===== config.mk =====
export PLATFORM = sky130hd
export DESIGN_NAME = rv32_ctrl_fsm
export DESIGN_NICKNAME = d
export VERILOG_FILES = /design/src/rtl/rv32_ctrl_fsm.sv
export SDC_FILE = /design/constraint.sdc
export NUM_CORES = 1
export LEC_CHECK = 0
export CORE_ASPECT_RATIO = 0.7
export CORE_UTILIZATION = 25
export DETAILED_ROUTE_END_ITERATION = 6
export PLACE_DENSITY_LB_ADDON = 0.12
export SETUP_SLACK_MARGIN = 0.2
export SYNTH_ARGS = -nofsm -noshare
export SYNTH_HDL_FRONTEND = slang
export SYNTH_SLANG_ARGS = --single-unit

===== constraint.sdc =====
create_clock -name clock -period 1.7 [get_ports clock]
set_input_delay 0.34 -clock clock [delete_from_list [all_inputs] [get_ports clock]]
set_output_delay 0.34 -clock clock [all_outputs]
set_load 0.005 [all_outputs]

===== src/rtl/rv32_ctrl_fsm.sv =====
// rv32_ctrl_fsm -- multi-cycle RV32 control sequencer.
// FETCH -> DECODE -> EXEC -> [MEM] -> WB, with a sticky HALT on ECALL.
// Optional build macro ILLEGAL_OP_TRAP_EN: unknown opcodes halt the core and
// raise a sticky trap output; without it they retire as a NOP.
// All outputs are forced low while reset_n is low, so requests drop
// asynchronously and the first fetch request appears as soon as reset lifts.
module rv32_ctrl_fsm #(
   parameter int PC_SEL_W = 2,
   parameter int WB_SEL_W = 2
) (
   input  logic                clock,
   input  logic                reset_n,
   input  logic [6:0]          opcode,
   input  logic                br_taken,
   output logic                imem_req,
   input  logic                imem_ready,
   output logic                dmem_req,
   output logic                dmem_we,
   input  logic                dmem_ready,
   output logic                ir_we,
   output logic                pc_we,
   output logic                rf_we,
   output logic [PC_SEL_W-1:0] pc_sel,
   output logic [WB_SEL_W-1:0] wb_sel,
   output logic                alu_src_imm,
   output logic                halted,
   output logic [2:0]          state,
   output logic [31:0]         instret
`ifdef ILLEGAL_OP_TRAP_EN
   ,
   output logic                trap
`endif
);

   localparam logic [6:0] OPC_LUI    = 7'b0110111;
   localparam logic [6:0] OPC_AUIPC  = 7'b0010111;
   localparam logic [6:0] OPC_JAL    = 7'b1101111;
   localparam logic [6:0] OPC_JALR   = 7'b1100111;
   localparam logic [6:0] OPC_BRANCH = 7'b1100011;
   localparam logic [6:0] OPC_LOAD   = 7'b0000011;
   localparam logic [6:0] OPC_STORE  = 7'b0100011;
   localparam logic [6:0] OPC_OPIMM  = 7'b0010011;
   localparam logic [6:0] OPC_OP     = 7'b0110011;
   localparam logic [6:0] OPC_ECALL  = 7'b1110011;

   typedef enum logic [2:0] {
      ST_FETCH  = 3'd0,
      ST_DECODE = 3'd1,
      ST_EXEC   = 3'd2,
      ST_MEM    = 3'd3,
      ST_WB     = 3'd4,
      ST_HALT   = 3'd5
   } state_t;

   state_t      state_reg, state_next;
   logic [31:0] instret_reg, instret_next;

   logic is_load, is_store, is_ecall, is_branch, is_op, is_jal, is_jalr, is_lui;
   logic writes_rf;

   assign is_load   = (opcode == OPC_LOAD);
   assign is_store  = (opcode == OPC_STORE);
   assign is_ecall  = (opcode == OPC_ECALL);
   assign is_branch = (opcode == OPC_BRANCH);
   assign is_op     = (opcode == OPC_OP);
   assign is_jal    = (opcode == OPC_JAL);
   assign is_jalr   = (opcode == OPC_JALR);
   assign is_lui    = (opcode == OPC_LUI);
   // Unknown opcodes fall outside this set, so they never write the register file.
   assign writes_rf = is_lui | (opcode == OPC_AUIPC) | is_jal | is_jalr |
                      is_load | (opcode == OPC_OPIMM) | is_op;

`ifdef ILLEGAL_OP_TRAP_EN
   logic op_legal;
   logic trap_reg, trap_next;
   assign op_legal = writes_rf | is_branch | is_store | is_ecall;
   assign trap     = trap_reg;
`endif

   // State, retired-instruction counter and (optional) trap flag registers.
   always_ff @(posedge clock or negedge reset_n) begin
      if (!reset_n) begin
         state_reg   <= ST_FETCH;
         instret_reg <= 32'd0;
`ifdef ILLEGAL_OP_TRAP_EN
         trap_reg    <= 1'b0;
`endif
      end else begin
         state_reg   <= state_next;
         instret_reg <= instret_next;
`ifdef ILLEGAL_OP_TRAP_EN
         trap_reg    <= trap_next;
`endif
      end
   end

   // Next-state logic and output decode; unused codes 6/7 recover to FETCH.
   always_comb begin
      state_next   = ST_FETCH;
      instret_next = instret_reg;
`ifdef ILLEGAL_OP_TRAP_EN
      trap_next    = trap_reg;
`endif
      imem_req     = 1'b0;
      dmem_req     = 1'b0;
      dmem_we      = 1'b0;
      ir_we        = 1'b0;
      pc_we        = 1'b0;
      rf_we        = 1'b0;
      pc_sel       = '0;
      wb_sel       = '0;
      alu_src_imm  = 1'b0;
      halted       = 1'b0;
      case (state_reg)
         ST_FETCH: begin
            imem_req = 1'b1;
            ir_we    = imem_ready;
            state_next = imem_ready ? ST_DECODE : ST_FETCH;
         end
         ST_DECODE: begin
            state_next = ST_EXEC;
         end
         ST_EXEC: begin
            alu_src_imm = !(is_op || is_branch);
            if (is_load || is_store) begin
               state_next = ST_MEM;
            end else if (is_ecall) begin
               state_next = ST_HALT;
            end else begin
               state_next = ST_WB;
`ifdef ILLEGAL_OP_TRAP_EN
               if (!op_legal) begin
                  state_next = ST_HALT;
                  trap_next  = 1'b1;
               end
`endif
            end
         end
         ST_MEM: begin
            alu_src_imm = 1'b1;
            dmem_req    = 1'b1;
            dmem_we     = is_store;
            state_next  = dmem_ready ? ST_WB : ST_MEM;
         end
         ST_WB: begin
            alu_src_imm  = !(is_op || is_branch);
            pc_we        = 1'b1;
            rf_we        = writes_rf;
            instret_next = instret_reg + 32'd1;
            if (is_load) begin
               wb_sel = WB_SEL_W'(1);
            end else if (is_jal || is_jalr) begin
               wb_sel = WB_SEL_W'(2);
            end else if (is_lui) begin
               wb_sel = WB_SEL_W'(3);
            end
            if (is_jal || (is_branch && br_taken)) begin
               pc_sel = PC_SEL_W'(1);
            end else if (is_jalr) begin
               pc_sel = PC_SEL_W'(2);
            end
            state_next = ST_FETCH;
         end
         ST_HALT: begin
            halted     = 1'b1;
            state_next = ST_HALT;
         end
         default: begin
            state_next = ST_FETCH;
         end
      endcase
      // Hold every output low while reset is asserted.
      if (!reset_n) begin
         imem_req    = 1'b0;
         dmem_req    = 1'b0;
         dmem_we     = 1'b0;
         ir_we       = 1'b0;
         pc_we       = 1'b0;
         rf_we       = 1'b0;
         pc_sel      = '0;
         wb_sel      = '0;
         alu_src_imm = 1'b0;
         halted      = 1'b0;
      end
   end

   assign state   = state_reg;
   assign instret = instret_reg;

endmodule


==> metrics.cfg, run 1 <==
[run_status]
run_status=finished with violations
violated_checks=negative setup slack

[global_routing]
grt.met2_usage_pct=22.5
initial_antenna_violation_count=0
global_route.usage.met3_pct=3.59
grt_usage_pct=15.6
grt_busiest_layer=met1
grt_first_pass_wirelength_mm=9.40
grt_pass1_vias=1878
grt.met1_usage_pct=23.4
globalRouteOverflowTotal=0
largest_net_degree_at_the_start_of_global_routing=22

[clocking]
cts_made_buffers=5
hold_buffers=0
cts_sinks=35
clock_tree.htree_level_count=2
clk_transition_reported_paths_ns=0.08
worst_skew_pair.late_latency_ns=0.29
max-clock-path-buffers=2
library_cell_used_as_clock_root_buffer=clkbuf_8
cts_tree=built

[setup_path]
master_of_the_slowest_instance_on_the_critical_path=dfrtp_1
r2r_setup_slack_ns=-0.24
regToRegStartpoint=state[0]$_DFF_PN0_
timing.critical_path.required_ns=1.36
crit_type=reg2out
crit_fanout=3
critPathMaxStageDelay_ns=0.42
worstSetupStartpoint=state[1]$_DFF_PN0_
reg2regPathDepth=8
setup.worst_path.start_class=flip-flop
crit_path_cell_trace=nor3b_4 -> and2_4 -> nand4_1 -> buf_4 -> nor3b_2 -> buf_2
critical_path_arrival_ns=1.68
critical_path.reg2reg.endpoint=instret[13]$_DFFE_PN0N_
timing.critical_path.to_type=output port

[sta]
worst-slew-pin-transition_ns=0.316
finalHoldWorstSlack_ns=0.0323
finalWorstPathRequiredPeriod_ns=2.02
report.final.slew_viol_count=0
maximum_clock_rate_mhz=496
grt_setup_unrepaired=true
worst_setup_margin_ns=-0.317
final_hold_viol_count=0
fin_worst_skew_ns=0.00464
finalSetupViolCount=32
final_min_period_over_clock_period_pct=119
setup_total_negative_slack_ns=-4.87
max_slew_margin_vs_limit_pct=78.9

[synthesis]
synthesized_cell_area_um2=1850
ys_ff_latch=35
avgSynthCellArea_um2=10.0
synth.distinct_cells=34
yosys.area.top_type_share_pct=47.3
synth_common_cells=35 x dfrtp_1, 28 x xnor2_1, 17 x nand4_1
most_frequent_cell_after_synthesis=dfrtp_1
postSynth.asyncResetShare_pct=100
synth_top_cells_by_area=dfrtp_1 47%, xnor2_1 13%, nand4_1 5.7%, nand2_1 3.2%, and3_1 3.0%
netlist.top_cell.by_area=dfrtp_1
synthCells=185
syn_nets=198
synth-main-ff-cell=dfrtp_1
ys.warnings.count=0
synth_edf_count=0
seq_area_frac_synth_pct=47.3

[floorplan]
rows=25
ioPinCount=59
die_y_um=74.0
initial_core_util_pct=26.7
die_width_um=105
die_area_um2=7760
fp.coreArea_um2=6940

[job]
timing.max_cap.violations=0

[routing]
finalWirelength_mm=5.69
detail_route.iter0.violations=32
route.antenna.remaining_nets=0
wl_per_cell_um=13.3
drc_errors=0
detailedRoute.firstPassIterationCount=4
route.vias.total=1900
drt-vias-per-instance=4.44

[power_and_ir_drop]
switching_power_uw=908
power_frac_comb_pct=42.3
cellPowerDensity_nw_per_um2=820
static-leakage-power_uw=0.00187
power.internal_uw=1980
share_clk_of_total_power_pct=23.9
power.switching_fraction_pct=31.5
share_seq_of_total_power_pct=33.8
power.ir.vdd_worst_mv=0.503
report.power.total_uw=2890

[layout]
finalCoreUtilization_pct=50.7
fill_cells=667
areaGrowthSynthToFinish_pct=90.1
share_of_layout_cells_above_drive_strength_1_pct=46.1
finalNetCount=346
largest_register_ffs=32
number_of_inserted_diodes=0

[placed_design]
pre_cts_setup_slack_ns=-0.641
routabilityCongestion=0.776
detailedPlacementHpwl_mm=3.72
port_buffers=58

[min_path]
hold_path_class=in2async

-- through the flow --
stage          cells  instance area [um^2]
2_1_floorplan    185                  1900
3_3_place_gp     364                  2820
3_5_place_dp     364                  2820
4_1_cts          419                  3370
5_1_grt          428                  3520
6_report         428                  3520
-- per-layer routing --
metal	up-vias	routed length, um
li1	947	-
met1	905	3050
met2	39	2340
met3	9	226
met4	0	72
met5	-	0
-- layout make-up --
type	count	area (um^2)	share of cell area [%]
Inverter	2	7.51	0.213
Sequential cell	35	877	24.9
Clock buffer	7	96.3	2.74
Clock inverter	1	7.51	0.213
Timing Repair Buffer	149	1290	36.7
Tap cell	94	118	3.34
Multi-Input combinational cell	140	1120	31.9
-- layout by cell type, fill, tap and decap left out, drive strengths merged, types with 2 or more instances in the layout --
cell / count
nand2b: 3
nor4: 2
nor2: 13
nor3: 7
dlygate4sd2: 27
dfrtp: 35
nor3b: 2
clkbuf: 10
nand4: 17
xnor2: 28
a21oi: 4
dlymetal6s2s: 7
and3: 9
and2: 5
nand2: 16
inv: 2
buf: 107
xor2: 4
nand3: 11
o21ai: 4
clkdlybuf4s50: 5
and4: 3
-- cell families (layout without fill, tap and decap cells) --
| kind of cell | count (synthesis) | count (layout) | share of synthesized area, % |
|---|---|---|---|
| simple gates | 93 | 93 | 28.9 |
| flops | 35 | 35 | 47.3 |
| xor+xnor | 32 | 32 | 15.1 |
| compound gates | 12 | 12 | 3.72 |
| buf+inv | 10 | 159 | 3.11 |
| mux | 2 | 2 | 1.15 |
| fa+ha+maj | 1 | 1 | 0.676 |
-- worst max path at each step --
stage	end	depth (start not counted)
after floorplan	instret[21]$_DFFE_PN0N_	6
after global placement	alu_src_imm	6
after detailed placement	alu_src_imm	6
after CTS	pc_sel[1]	6
after global routing	pc_sel[1]	6
final	pc_sel[1]	6
-- power groups by stage --
stage	clock network [uW]	logic, uW	registers, uW
global route	737	1310	985
CTS	705	1150	973
detailed placement	0	894	984
floorplan	0	385	1010
finish	689	1220	977
global placement	0	895	982
-- worst max-delay path: cells and delay by family, from the launching register on --
family	cells	cell delay (ns)
AND/OR/NAND/NOR	4	0.68
flip-flops	1	0.42
buffers and inverters	2	0.29
-- timing repair --
action                                  in CTS  in global routing
hold endpoints to repair                     0                  0
endpoints found under the setup margin      74                 53
setup buffers                               47                  9
pin swaps                                   23                 13
resized for setup                          130                 36
Note: power is estimated with default switching activity, not from simulation.
==> inputs of run 2 (changes only) <==
- SETUP_SLACK_MARGIN: 0.2 -> 0.4
==> run 2 against run 1 <==
The flow still finishes with violations (negative setup slack); via count is 5.1% higher; cell area rose by 8.0%; critical path depth rose by 3; sequential cell count stayed put; cell count increased by 4.0%; clock power down 2%; critical endpoint is now instret[29]$_DFFE_PN0N_; largest cell class unchanged.
==> metrics.cfg, run 2 (synthesis results as in run 1) <==
[sta]
setup_total_negative_slack_ns=-8.42  ; was -4.87 ns
finalWorstPathRequiredPeriod_ns=2.09  ; was 2.02 ns
worst_setup_margin_ns=-0.386  ; was -0.317 ns
max_slew_margin_vs_limit_pct=69.0  ; was 78.9%
final_hold_viol_count=0  ; unchanged
fin_worst_skew_ns=0.00712  ; was 0.00464 ns
maximum_clock_rate_mhz=479  ; was 496 MHz
grt_setup_unrepaired=true  ; unchanged
worst-slew-pin-transition_ns=0.465  ; was 0.316 ns
final_min_period_over_clock_period_pct=123  ; was 119%
finalSetupViolCount=40  ; was 32
report.final.slew_viol_count=0  ; unchanged

[placed_design]
port_buffers=58  ; unchanged
routabilityCongestion=0.791  ; was 0.776
place_area_um2=2840  ; was 2820 um^2
detailedPlacementHpwl_mm=3.61  ; was 3.72 mm

[clocking]
hold_buffers=0  ; unchanged
worst_skew_pair.late_latency_ns=0.29  ; about the same
clock_tree.htree_level_count=2  ; unchanged
cts_made_buffers=5  ; unchanged
cts_sinks=35  ; unchanged
max-clock-path-buffers=2  ; unchanged
clk_transition_reported_paths_ns=0.07  ; was 0.08 ns
cts_tree=built  ; unchanged
library_cell_used_as_clock_root_buffer=clkbuf_8  ; unchanged

[layout]
layout.cells.most_common_list=64 x buf_4, 46 x buf_6, 33 x dfrtp_1, 25 x buf_2, 23 x xnor2_1  ; was 69 x buf_4, 34 x dfrtp_1, 28 x xnor2_1, 27 x dlygate4sd2_1, 23 x buf_6
final_design_area_no_fill_um2=3800  ; was 3520 um^2
share_of_layout_cells_above_drive_strength_1_pct=57.5  ; was 46.1%
layout.cells.most_common=buf_4  ; unchanged
largest_register_ffs=32  ; unchanged
areaGrowthSynthToFinish_pct=105  ; was 90.1%
number_of_inserted_diodes=0  ; unchanged
finalNetCount=363  ; was 346

[run_status]
violated_checks=negative setup slack  ; unchanged
run_status=finished with violations  ; unchanged

[global_routing]
largest_net_degree_at_the_start_of_global_routing=36  ; was 22
grt_pass1_vias=1874  ; was 1878
grt_first_pass_wirelength_mm=9.60  ; was 9.40 mm
grt_usage_pct=16.1  ; was 15.6%
globalRouteOverflowTotal=0  ; unchanged
initial_antenna_violation_count=0  ; unchanged

[routing]
drt-vias-per-instance=4.49  ; was 4.44
wl_per_cell_um=13.9  ; was 13.3 um
drc_errors=0  ; unchanged
finalWirelength_mm=6.18  ; was 5.69 mm
detailedRoute.firstPassIterationCount=5  ; was 4
detail_route.iter0.violations=60  ; was 32
route.vias.total=1996  ; was 1900
route.antenna.remaining_nets=0  ; unchanged

[floorplan]
die_area_um2=7760  ; unchanged
die_y_um=74.0  ; unchanged
die_width_um=105  ; unchanged
initial_core_util_pct=26.7  ; unchanged
rows=25  ; unchanged
ioPinCount=59  ; unchanged
fp.coreArea_um2=6940  ; unchanged

[setup_path]
crit_fanout=6  ; was 3
setup.worst_path.start_class=flip-flop  ; unchanged
crit_path_top_cell_by_count=buf_6
worstSetupStartpoint=state[1]$_DFF_PN0_  ; unchanged
critical_path_arrival_ns=2.26  ; was 1.68 ns
critPathMaxStageDelay_ns=0.41  ; was 0.42 ns
master_of_the_slowest_instance_on_the_critical_path=dfrtp_1  ; unchanged
crit_type=reg2reg  ; was reg2out
crit_path_cell_trace=buf_4 -> buf_6 -> buf_6 -> buf_6 -> or3b_4 -> nor3_4 -> clkbuf_16 -> nand4_1 -> xnor2_1  ; was nor3b_4 -> and2_4 -> nand4_1 -> buf_4 -> nor3b_2 -> buf_2
timing.critical_path.to_type=flip-flop  ; was output port
regToRegStartpoint=state[1]$_DFF_PN0_  ; was state[0]$_DFF_PN0_
timing.critical_path.required_ns=1.88  ; was 1.36 ns

[job]
timing.max_cap.violations=0  ; unchanged

[power_and_ir_drop]
cellPowerDensity_nw_per_um2=846  ; was 820 nW/um^2
power.ir.vdd_worst_mv=0.449  ; was 0.503 mV
static-leakage-power_uw=0.00190  ; was 0.00187 uW

[min_path]
hold_path_class=in2async  ; unchanged

[run 2: worst max-delay path, delay by kind of cell, from the launching register on]
| kind | cells | cell delay (ns) |
|---|---|---|
| buffers and inverters | 5 | 0.70 |
| XOR/XNOR | 1 | 0.14 |
| AND/OR/NAND/NOR | 3 | 0.72 |
| flip-flops | 1 | 0.41 |
[run 2: through the flow]
stage | power (uW) | instances | hold WS [ns] | worst slack (ns) | util [%]
finish | 3220 | 445 | 0.164 | -0.386 | 54.7
global route | 3390 | 445 | 0.213 | -0.448 | 54.7
CTS | 2930 | 431 | 0.188 | -0.330 | 50.6
detailed placement | 1900 | 362 | 0.477 | -0.667 | 40.9
global placement | 1910 | 362 | 0.460 | -0.690 | 40.9
floorplan | 1420 | 185 | 0.0444 | 0.118 | -
[run 2: repair_timing]
item	CTS	global route
gates cloned	0	1
pin swaps	25	18
buffers inserted	61	13
endpoints found under the setup margin	80	62
gates resized for setup	225	43
[run 2: final timing paths]
check                                     endpoint  slack (ns)  cells past startpoint
setup / recovery           instret[29]$_DFFE_PN0N_       -0.39                      9
min in group clock          instret[5]$_DFFE_PN0N_        0.51                      1
max in group asynchronous  instret[24]$_DFFE_PN0N_        1.19                      2
hold reg to reg             instret[5]$_DFFE_PN0N_        0.51                      1
setup reg to reg           instret[29]$_DFFE_PN0N_       -0.39                      9
hold / removal                  state[0]$_DFF_PN0_        0.16                      2
[run 2: routing by layer]
metal	track usage [%]	vias to the layer above	part of all wire, %
met5	0	-	0
met2	24.5	46	45
met3	3.59	7	4.4
met1	23.5	960	50
li1	-	983	-
met4	3.60	0	0.84
[run 2: where the power goes]
| group | total, uW | switching (uW) | internal [uW] | leakage, uW |
|---|---|---|---|---|
| registers | 976 | 62.9 | 913 | 0.000476 |
| logic | 1570 | 620 | 945 | 0.00138 |
| clock network | 676 | 306 | 370 | 0.0000515 |
[run 2: layout make-up]
class,instances,area (um^2)
Tap cell,94,118
Sequential cell,35,878
Timing Repair Buffer,166,1490
Fill cell,617,3140
Inverter,2,7.51
Multi-Input combinational cell,140,1210
Clock buffer,8,100
